===== src/rtl/serial_subtractor_pkg.sv =====
// serial_subtractor_pkg: shared FSM state type and default operand width
package serial_subtractor_pkg;
  localparam int DEFAULT_NUM_BITS = 8;
  typedef enum logic [1:0] {IDLE, SHIFT, DONE} state_t;
endpackage


===== src/rtl/serial_subtractor_fullsub.sv =====
// fullsub_1bit: combinational one-bit full subtractor
module fullsub_1bit (
  input  logic a,
  input  logic b,
  input  logic borrow_in,
  output logic diff,
  output logic borrow_out
);
  assign diff = a ^ b ^ borrow_in;
  assign borrow_out = (~a & b) | (~(a ^ b) & borrow_in);
endmodule


===== src/rtl/serial_subtractor.sv =====
// serial_subtractor: bit-serial a - b, LSB first, one bit per cycle
module serial_subtractor
  import serial_subtractor_pkg::*;
#(
  parameter int NUM_BITS = DEFAULT_NUM_BITS
) (
  input  logic                clk,
  input  logic                rst,
  input  logic                start,
  input  logic [NUM_BITS-1:0] a,
  input  logic [NUM_BITS-1:0] b,
  output logic                busy,
  output logic                done,
  output logic [NUM_BITS-1:0] diff,
  output logic                borrow_out,
  output logic                overflow
);
  localparam int CW = $clog2(NUM_BITS) + 1;
  state_t state, next_state;
  logic [CW-1:0] cnt;
  logic [NUM_BITS-1:0] a_sr, b_sr, d_sr;
  logic brw, a_msb, b_msb, fd, fb, last;
  assign last = cnt == CW'(NUM_BITS - 1);
  fullsub_1bit u_fs (
    .a(a_sr[0]),
    .b(b_sr[0]),
    .borrow_in(brw),
    .diff(fd),
    .borrow_out(fb)
  );
  always_ff @(posedge clk)
    state <= rst ? IDLE : next_state;
  always_comb
    next_state = state == IDLE  ? (start ? SHIFT : IDLE) :
                 state == SHIFT ? (last ? DONE : SHIFT) : IDLE;
  always_comb begin
    busy = state == SHIFT;
    done = state == DONE;
  end
  // results are published only on the final shift, so partial sums never show
  always_ff @(posedge clk) begin
    if (rst) begin
      cnt <= '0;
      a_sr <= '0;
      b_sr <= '0;
      d_sr <= '0;
      brw <= 1'b0;
      a_msb <= 1'b0;
      b_msb <= 1'b0;
      diff <= '0;
      borrow_out <= 1'b0;
      overflow <= 1'b0;
    end else if (state == IDLE && start) begin
      a_sr <= a;
      b_sr <= b;
      a_msb <= a[NUM_BITS-1];
      b_msb <= b[NUM_BITS-1];
      brw <= 1'b0;
      cnt <= '0;
    end else if (state == SHIFT) begin
      a_sr <= a_sr >> 1;
      b_sr <= b_sr >> 1;
      d_sr <= {fd, d_sr[NUM_BITS-1:1]};
      brw <= fb;
      cnt <= cnt + CW'(1);
      if (last) begin
        diff <= {fd, d_sr[NUM_BITS-1:1]};
        borrow_out <= fb;
        overflow <= (a_msb != b_msb) && (fd != a_msb);
      end
    end
  end
endmodule


===== config.mk =====
export PLATFORM = sky130hd
export DESIGN_NAME = serial_subtractor
export DESIGN_NICKNAME = d
export VERILOG_FILES = /design/src/rtl/serial_subtractor_pkg.sv /design/src/rtl/serial_subtractor_fullsub.sv /design/src/rtl/serial_subtractor.sv
export SDC_FILE = /design/constraint.sdc
export NUM_CORES = 1
export LEC_CHECK = 0
export BUFFER_PORTS_ARGS = -buffer_cell sky130_fd_sc_hd__buf_2
export CORE_MARGIN = 3
export CORE_UTILIZATION = 40
export CTS_CLUSTER_SIZE = 10
export DETAILED_ROUTE_END_ITERATION = 8
export GPL_TIMING_DRIVEN = 0
export PLACE_DENSITY = 0.56
export SYNTH_ARGS = -nofsm -noshare
export SYNTH_HDL_FRONTEND = slang
export SYNTH_HIERARCHICAL = 1
export SYNTH_SLANG_ARGS = --single-unit

===== constraint.sdc =====
create_clock -name clk -period 1.9 [get_ports clk]
set_input_delay 0.19 -clock clk [delete_from_list [all_inputs] [get_ports clk]]
set_output_delay 0.19 -clock clk [all_outputs]
set_load 0.01 [all_outputs]

==> results of run 1 <==
==> layer usage <==
metal  vias up  part of all wire (%)  track usage [%]
met4         0                  0.86             4.35
met1       673                    50             18.6
met3         4                   4.3             5.08
met5         -                     0                0
met2        29                    45             21.4
li1        775                     -                -
==> power by group <==
| part | internal [mW] | switching, mW | leakage, nW |
|---|---|---|---|
| logic | 0.117 | 0.147 | 0.452 |
| registers | 0.919 | 0.0210 | 0.343 |
| clock network | 0.253 | 0.273 | 0.0383 |
==> per-stage QoR <==
step	util, %	setup slack (ns)	cells	power (mW)
finish	49.8	0.199	312	1.73
global route	49.8	0.0627	312	1.84
CTS	49.8	0.157	312	1.77
detailed placement	48.1	0.383	305	1.23
global placement	48.1	0.392	305	1.23
floorplan	-	0.529	211	1.16
==> area by class of cell <==
class,instances,area [um^2],share of cell area [%]
Buffer,14,113,4.96
Clock buffer,7,76.3,3.36
Inverter,5,21.3,0.937
Multi-Input combinational cell,150,993,43.7
Sequential cell,42,841,37.0
Tap cell,65,81.3,3.58
Timing Repair Buffer,29,145,6.39
==> logic make-up (layout without fill, tap and decap cells) <==
logic type                 after synthesis  after routing  synth area share, %
xor gates and xnor gates                 2              2                0.890
adders and majority gates                2              2                 1.65
and+or+nand+nor                         90             90                 26.4
buffers and inverters                   19             55                 6.80
AOI/OAI and AO/OA                       47             47                 16.9
muxes                                    9              9                 4.58
DFF                                     42             42                 42.7
==> critical path, stage by stage, from the launching register on <==
cell and delay, ns:
dfxtp_1 0.39, nand2b_1 0.19, buf_6 0.14, inv_4 0.10
buf_2 0.23, buf_2 0.17
==> state kept, by name, indices dropped and copies added (netlist names) <==
register	flops
a_sr	8
b_sr	8
diff	8
d_sr	7
cnt	4
state	2
a_msb	1
b_msb	1
borrow_out	1
brw	1
overflow	1
==> final timing paths <==
path | slack, ns | to
hold reg to reg | 0.46 | a_sr[7]$_SDFFE_PP0P_
hold / removal | 0.18 | a_sr[7]$_SDFFE_PP0P_
setup reg to reg | 0.37 | overflow$_SDFFE_PP0P_
setup / recovery | 0.20 | busy
==> cell usage in the layout (no fill, tap or decap), drive strengths merged, types with 2 or more instances in the layout <==
master,count
mux2i,9
a21oi,30
nor2b,2
dfxtp,42
nand2,36
nor3b,2
nand3b,2
a211oi,13
or3b,3
nand2b,22
nor3,3
buf,41
clkbuf,9
nor2,18
inv,5
==> results.ini, run 1 <==
[run_status]
status = complete, no violations

[sta]
setup_violations = 0
drv_slew = 0
fin_skew_ns = 0.00332
fmax_mhz = 588
setup-tns-final_ns = 0
rsz0062_at_grt = false
max-slew-margin-rel_pct = 71.2
worst_pin_slew_ns = 0.432
whs_ns = 0.181
period_minus_slack_ns = 1.70
hold_viol = 0
min_period_over_period_pct = 89.5

[drt]
vias_per_cell = 4.75
wl_per_cell_um = 11.9
drc = 0
dr.pass1.iters = 4
drt_iter0_drc = 74
wirelength_mm = 3.71
ant_nets = 0
via_count = 1481

[min_path]
hold_class = input pin to flip-flop
hold-path-cell-count = 3
worstHoldStart = a[7]

[clock_network]
cts.clk_slew.worst_paths_ns = 0.07
ctsLongestPathBuffers = 2
holdBufCountCts = 0
h-tree-depth = 2
root_buffer = clkbuf_8
cts.repair.resized = 0
clock_latency_ns = 0.28
cts-buffers-inserted = 5
cts.sinks = 42
post_cts_buffers = 0
cts_tree = yes

[synth]
async_flop_share_pct = 0
synth_area_leaders = dfxtp_1, a21oi_1, nand2b_1, nand2_1, a211oi_2
syn_inst = 211
ys.flop_type = dfxtp_1
synth_most_common_cell = dfxtp_1
synth_top_area_share_pct = 42.7
ys_seq_area_share_pct = 42.7
synth_edf_count = 0
syn_nets = 232
ys_ff_latch = 42
avgSynthCellArea_um2 = 9.33
yosys_warnings = 6
yosys-top-cells-count = dfxtp_1, nand2_1, a21oi_1
yosys.area.top_type = dfxtp_1
syn_area_um2 = 1970
synth.distinct_cells = 34

[grt]
grt_pass1_wl_mm = 6.60
grt_pass1_vias = 1401
overflow = 0
grt.total_usage_pct = 14.1
grt_max_degree = 12
antenna_found_initial = 0

[placement]
io_buffers = 29
placed_area_um2 = 2190
place_congestion = 0.693
dp_hpwl_mm = 2.65

[floorplan]
die_h_um = 76.1
ios = 31
start_util_pct = 43.1
die_w_um = 76.1
fp-row-count = 24
core-area_um2 = 4560
dieArea_um2 = 5800

[setup_path]
start_kind = flip-flop
required_ns = 1.71
critPathMaxFanout = 10
path_class = flip-flop to output pin
rr_worst_depth = 5
cp.arrival_ns = 1.51
timing.rr.start = b_sr[0]$_SDFFE_PP0P_
startpoint = state[1]$_SDFF_PP0_
endpoint_kind = output pin

[final_layout]
finalNetCount = 268
fillers = 470
drive_gt1_share_pct = 29.6
syn_to_final_growth_pct = 15.4
final_cell_area_um2 = 2270
antenna_cells = 0

[flow_run]
cap_violations = 0

[pwr]
p_leak_nw = 0.833
power_density_nw_per_um2 = 761
vdd.ir_drop.worst_mv = 0.596

(Power assumes the default switching activity.)
==> run 2, diff against run 1 <==
- CELL_PAD_IN_SITES_DETAIL_PLACEMENT: default -> 0
- CELL_PAD_IN_SITES_GLOBAL_PLACEMENT: default -> 2
- CORE_UTILIZATION: 40 -> 34
- PLACE_DENSITY: 0.56 -> 0.74
==> run 2 against run 1 <==
Effect of this change: register-to-register slack improved by 0.04 ns; fmax decreased by 2.8%; sequential power barely moved; wire length rose by 9.0%; cell count grew 2.6%; power grew 5.0%; clock power rose by 16%; largest power group unchanged.
==> results.ini, run 2 (same netlist as run 1, synthesis figures left out) <==
[run_status]
status = complete, no violations

[clock_network]
ctsLongestPathBuffers = 2  ; unchanged
cts.clk_slew.worst_paths_ns = 0.08  ; about the same
h-tree-depth = 2  ; unchanged
holdBufCountCts = 0  ; unchanged
cts_tree = yes
cts-buffers-inserted = 5  ; unchanged
post_cts_buffers = 0  ; unchanged
root_buffer = clkbuf_8
clock_latency_ns = 0.31  ; +0.03 ns
cts.sinks = 42  ; unchanged
cts.repair.resized = 0  ; unchanged

[placement]
place_congestion = 0.685  ; -1.1%
io_buffers = 29  ; unchanged
dp_hpwl_mm = 2.84  ; +6.9%
dp_slack_ns = 0.401  ; +0.0176 ns

[floorplan]
dieArea_um2 = 6740  ; +16%
start_util_pct = 35.5  ; -7.6 points
die_w_um = 82.1  ; +7.8%
core-area_um2 = 5540  ; +21%
ios = 31  ; unchanged
die_h_um = 82.1  ; +7.8%
fp-row-count = 27  ; +13%

[final_layout]
layout_commonest_cell = dfxtp_1
antenna_cells = 0  ; unchanged
syn_to_final_growth_pct = 16.7
layout_common_cells = dfxtp_1, buf_2, nand2_1
reg.largest.list = a_sr: 8 flops, b_sr: 8 flops, diff: 8 flops
drive_gt1_share_pct = 30.6  ; +1.1 points
finalNetCount = 268  ; unchanged

[drt]
via_count = 1462  ; -1.3%
drt_iter0_drc = 41  ; -45%
wirelength_mm = 4.04  ; +9.0%
dr.pass1.iters = 6  ; +2
wl_per_cell_um = 12.6  ; +6.2%
ant_nets = 0  ; unchanged
drc = 0  ; unchanged
vias_per_cell = 4.57  ; -3.8%

[sta]
fin_ws_ns = 0.150  ; -0.0487 ns
setup-tns-final_ns = 0  ; unchanged
fin_skew_ns = 0.00976  ; +0.00644 ns
fmax_mhz = 571  ; -2.8%
min_period_over_period_pct = 92.1  ; +2.6 points
worst_pin_slew_ns = 0.440  ; +0.00800 ns
hold_viol = 0  ; unchanged
drv_slew = 0  ; unchanged
period_minus_slack_ns = 1.75  ; +0.0487 ns
rsz0062_at_grt = false
max-slew-margin-rel_pct = 70.6  ; -0.53 points
whs_ns = 0.169  ; -0.0114 ns
setup_violations = 0  ; unchanged

[grt]
overflow = 0  ; unchanged
grt_pass1_vias = 1375  ; -1.9%
grt_pass1_wl_mm = 6.58  ; -0.32%
grt_max_degree = 16  ; +4
grt.total_usage_pct = 13.0  ; -1.0 points
antenna_found_initial = 0  ; unchanged

[setup_path]
cp.arrival_ns = 1.56  ; +0.05 ns
start_kind = flip-flop
path_class = flip-flop to output pin
worstReg2RegEnd = borrow_out$_SDFFE_PP0P_
rr_worst_depth = 4  ; -1
endpoint_kind = output pin
critPathMaxFanout = 10  ; unchanged
timing.rr.start = cnt[0]$_SDFFE_PP0N_
reg2reg_setup_slack_ns = 0.41  ; +0.04 ns
required_ns = 1.71  ; about the same

[pwr]
p_leak_nw = 0.839  ; +0.77%
power_density_nw_per_um2 = 791  ; +3.8%
vdd.ir_drop.worst_mv = 0.330  ; -45%

[min_path]
whs_endpoint = b_sr[1]$_SDFFE_PP0P_
hold_class = input pin to flip-flop
hold-path-cell-count = 3  ; unchanged
worstHoldStart = b[1]

[flow_run]
cap_violations = 0  ; unchanged

[run 2: area by class of cell]
class / count / area, um^2
Fill cell: 586 / 3240
Multi-Input combinational cell: 150 / 993
Sequential cell: 42 / 841
Timing Repair Buffer: 29 / 145
Buffer: 14 / 113
Tap cell: 72 / 90.1
Clock buffer: 5 / 68.8
Clock inverter: 3 / 25.0
Inverter: 5 / 21.3
[run 2: how the worst max path moves through the flow]
stage | start | end | slack [ns] | cells after the start
after floorplan | b_sr[0]$_SDFFE_PP0P_ | overflow$_SDFFE_PP0P_ | 0.53 | 5
after global placement | b_sr[0]$_SDFFE_PP0P_ | overflow$_SDFFE_PP0P_ | 0.41 | 5
after detailed placement | b_sr[0]$_SDFFE_PP0P_ | overflow$_SDFFE_PP0P_ | 0.40 | 5
after CTS | state[1]$_SDFF_PP0_ | busy | 0.11 | 5
after global routing | state[1]$_SDFF_PP0_ | busy | 0.03 | 5
final | state[1]$_SDFF_PP0_ | busy | 0.15 | 5
[run 2: per-layer routing]
| layer | GRT usage, % | share of wire [%] | vias to the layer above |
|---|---|---|---|
| met5 | 0 | 0 | - |
| met4 | 4.65 | 1.3 | 0 |
| met3 | 4.17 | 5.2 | 6 |
| met2 | 20.5 | 44 | 34 |
| met1 | 16.6 | 49 | 644 |
| li1 | - | - | 778 |
[run 2: where the power goes]
part	switching (mW)	internal, mW	leakage [nW]
clock network	0.346	0.266	0.0447
logic	0.147	0.116	0.452
registers	0.0220	0.919	0.343
[run 2: worst max-delay path: stages (launching register included)]
cell	delay [ns]
dfxtp_1	0.41
nand2b_1	0.20
buf_6	0.14
inv_4	0.10
buf_2	0.24
buf_2	0.18
[run 2: metrics by stage]
step	power [mW]	cell area, um^2	cells	utilization, %
floorplan	1.16	1970	211	-
global placement	1.23	2200	312	39.8
detailed placement	1.23	2200	312	39.8
CTS	1.85	2300	320	41.5
global route	1.91	2300	320	41.5
finish	1.82	2300	320	41.5
==> run 3, diff against run 2 <==
- BUFFER_PORTS_ARGS: -buffer_cell sky130_fd_sc_hd__buf_2 -> -buffer_cell sky130_fd_sc_hd__buf_4
- CORE_UTILIZATION: 34 -> 31
- PLACE_DENSITY: 0.74 -> 0.71
- clock period: 1.9 -> 1.6 ns (I/O delays scaled with it)
==> run 3 against run 2 <==
Effect of this change: cell count rose by 0.63%; register-to-register slack got worse by 0.27 ns; non-clock buffer count fell by 1; via count rose by 0.48%; sequential share of layout area fell by 1.3 points; global-route usage fell by 0.49 points; count of clock-buffer cells in the layout rose by 1; utilization fell by 1.8 points; sequential power rose by 19%; clock skew fell by 0.0039 ns; critical path type unchanged; critical endpoint unchanged; highest routed layer unchanged.
==> results.ini, run 3 (same netlist as run 1, synthesis figures left out) <==
[run_status]
status = complete, no violations

[sta]
fin_skew_ns = 0.00588  ; -0.00388 ns
setup-tns-final_ns = 0  ; unchanged
rsz0062_at_grt = false
setup_violations = 0  ; unchanged
worst_pin_slew_ns = 0.462  ; +0.0215 ns
max-slew-margin-rel_pct = 69.2  ; -1.4 points
hold_viol = 0  ; unchanged
fmax_mhz = 684
period_minus_slack_ns = 1.46
min_period_over_period_pct = 91.3
drv_slew = 0  ; unchanged
fin_ws_ns = 0.139  ; -0.0110 ns

[drt]
wirelength_mm = 4.18  ; +3.6%
vias_per_cell = 4.56  ; -0.15%
dr.pass1.iters = 4  ; -2
drc = 0  ; unchanged
wl_per_cell_um = 13.0  ; +2.9%
via_count = 1469  ; +0.48%
drt_iter0_drc = 43  ; +4.9%
ant_nets = 0  ; unchanged

[final_layout]
final_cell_area_um2 = 2390  ; +4.0%
drive_gt1_share_pct = 30.8  ; +0.12 points
finalNetCount = 267  ; -0.37%
multiInputGateArea_um2 = 996  ; +0.25%
syn_to_final_growth_pct = 21.4
fillers = 641  ; +9.4%
seq_area_um2 = 842  ; +0.15%
antenna_cells = 0  ; unchanged
reg.largest.list = a_sr: 8 flops, b_sr: 8 flops, diff: 8 flops
layout_common_cells = dfxtp_1, nand2_1, buf_4
layout_commonest_cell = dfxtp_1
fin_cells = 322  ; +0.63%

[grt]
grt_pass1_vias = 1512  ; +10%
grt_max_degree = 19  ; +3
grt.total_usage_pct = 12.5  ; -0.49 points
antenna_found_initial = 0  ; unchanged
grt_pass1_wl_mm = 7.25  ; +10%
overflow = 0  ; unchanged

[clock_network]
ctsLongestPathBuffers = 2  ; unchanged
h-tree-depth = 2  ; unchanged
post_cts_buffers = 0  ; unchanged
cts.sinks = 42  ; unchanged
cts-buffers-inserted = 5  ; unchanged
cts_tree = yes
root_buffer = clkbuf_8
cts.clk_slew.worst_paths_ns = 0.08  ; about the same
clock_latency_ns = 0.29  ; -0.02 ns

[floorplan]
dieArea_um2 = 7340  ; +9.0%
ios = 31  ; unchanged
core-area_um2 = 6030  ; +8.8%
start_util_pct = 32.7  ; -2.9 points
die_h_um = 85.7  ; +4.4%
fp-row-count = 28  ; +3.7%
die_w_um = 85.7  ; +4.4%

[setup_path]
endpoint_kind = output pin
critPathTopFamily = buffers and inverters
cp.arrival_ns = 1.30  ; -0.26 ns
start_kind = flip-flop
timing.rr.start = brw$_SDFFE_PP0N_
crit_chain = nand2b_1 -> buf_6 -> inv_4 -> buf_4
critPathMaxFanout = 18  ; +8
path_class = flip-flop to output pin
critPathMaxStageDelay_ns = 0.37  ; -0.04 ns
crit_slowest_cell = dfxtp_2
rr_worst_depth = 5  ; +1
required_ns = 1.44  ; -0.27 ns
worstReg2RegEnd = overflow$_SDFFE_PP0P_
reg2reg_setup_slack_ns = 0.14  ; -0.27 ns
crit_buf_inv = 3  ; -1

[pwr]
internal_power_mw = 1.71  ; +31%
pwr-share-comb_pct = 14.3  ; -0.2 points
vdd.ir_drop.worst_mv = 0.460  ; +40%
p_sw_uw = 572  ; +11%
finalPower_mw = 2.28  ; +26%
clkPwrFrac_pct = 36.7  ; +3.0 points
p_leak_nw = 0.855  ; +1.9%
power_density_nw_per_um2 = 954  ; +21%
switching_share_pct = 25.1  ; -3.3 points
seqPwrFrac_pct = 49.0  ; -2.8 points

[placement]
dpl.cell_count = 315  ; +0.96%
placed_area_um2 = 2280  ; +3.5%
io_buffers = 29  ; unchanged
dp_hpwl_mm = 2.94  ; +3.7%
place_congestion = 0.687  ; +0.37%
dp_slack_ns = 0.0744  ; -0.327 ns

[min_path]
hold-path-cell-count = 3  ; unchanged
whs_endpoint = b_msb$_SDFFE_PP0P_
hold_class = input pin to flip-flop
worstHoldStart = b[7]

[flow_run]
cap_violations = 0  ; unchanged

[run 3: cell count changes in the layout (fill, tap and decap cells not counted), sizes merged]
cell,change
buf,-1
bufinv,+1
clkbuf,+1
clkinv,-1
inv,-1
[run 3: worst max-delay path by stage]
stage	from	to	slack, ns	cells after the start
after floorplan	b_sr[0]$_SDFFE_PP0P_	overflow$_SDFFE_PP0P_	0.23	5
after global placement	b_sr[0]$_SDFFE_PP0P_	overflow$_SDFFE_PP0P_	0.10	5
after detailed placement	b_sr[0]$_SDFFE_PP0P_	overflow$_SDFFE_PP0P_	0.07	5
after CTS	state[1]$_SDFF_PP0_	busy	0.06	4
after global routing	cnt[0]$_SDFFE_PP0N_	borrow_out$_SDFFE_PP0P_	0.01	4
final	state[1]$_SDFF_PP0_	busy	0.14	4
[run 3: tightest hold or removal path: cells and delay by family]
| family | cells | cell delay, ns |
|---|---|---|
| buf+inv | 1 | 0.08 |
| compound gates | 1 | 0.11 |
| simple gates | 1 | 0.06 |
[run 3: what timing repair did]
item | 4_1_cts | 5_1_grt
resized for setup | 0 | 2
endpoints found under the setup margin | 1 | 3
pin swaps | 0 | 2
hold buffers | 0 | 0
endpoints found under the hold margin | 0 | 0
[run 3: power by group through the flow]
| stage | logic (mW) | clock network, mW | registers, mW |
|---|---|---|---|
| 5_1_grt | 0.372 | 0.906 | 1.12 |
| 6_report | 0.326 | 0.836 | 1.12 |
| 3_5_place_dp | 0.334 | 0 | 1.14 |
| 3_3_place_gp | 0.336 | 0 | 1.14 |
| 4_1_cts | 0.332 | 0.882 | 1.12 |
| 2_1_floorplan | 0.237 | 0 | 1.14 |
[run 3: through the flow]
step	hold slack, ns	utilization (%)
floorplan	0.319	-
global placement	0.448	37.8
detailed placement	0.448	37.8
CTS	0.139	39.6
global route	0.146	39.6
finish	0.147	39.6
[run 3: metal layers]
layer	wire length, um	vias up	track usage, %
met5	0	-	0
met4	48	0	4.32
met3	161	5	2.88
met2	1870	22	20.3
met1	2100	663	16.4
li1	-	779	-
[run 3: cell type report]
class	instances	share of cell area (%)
multi-input cells	150	41.7
clock buffers	6	3.04
flip-flops and latches	42	35.3
plain buffers	13	4.50
well taps	75	3.93
inverters	5	0.891
clock inverters	2	1.57
repair buffers	29	9.11
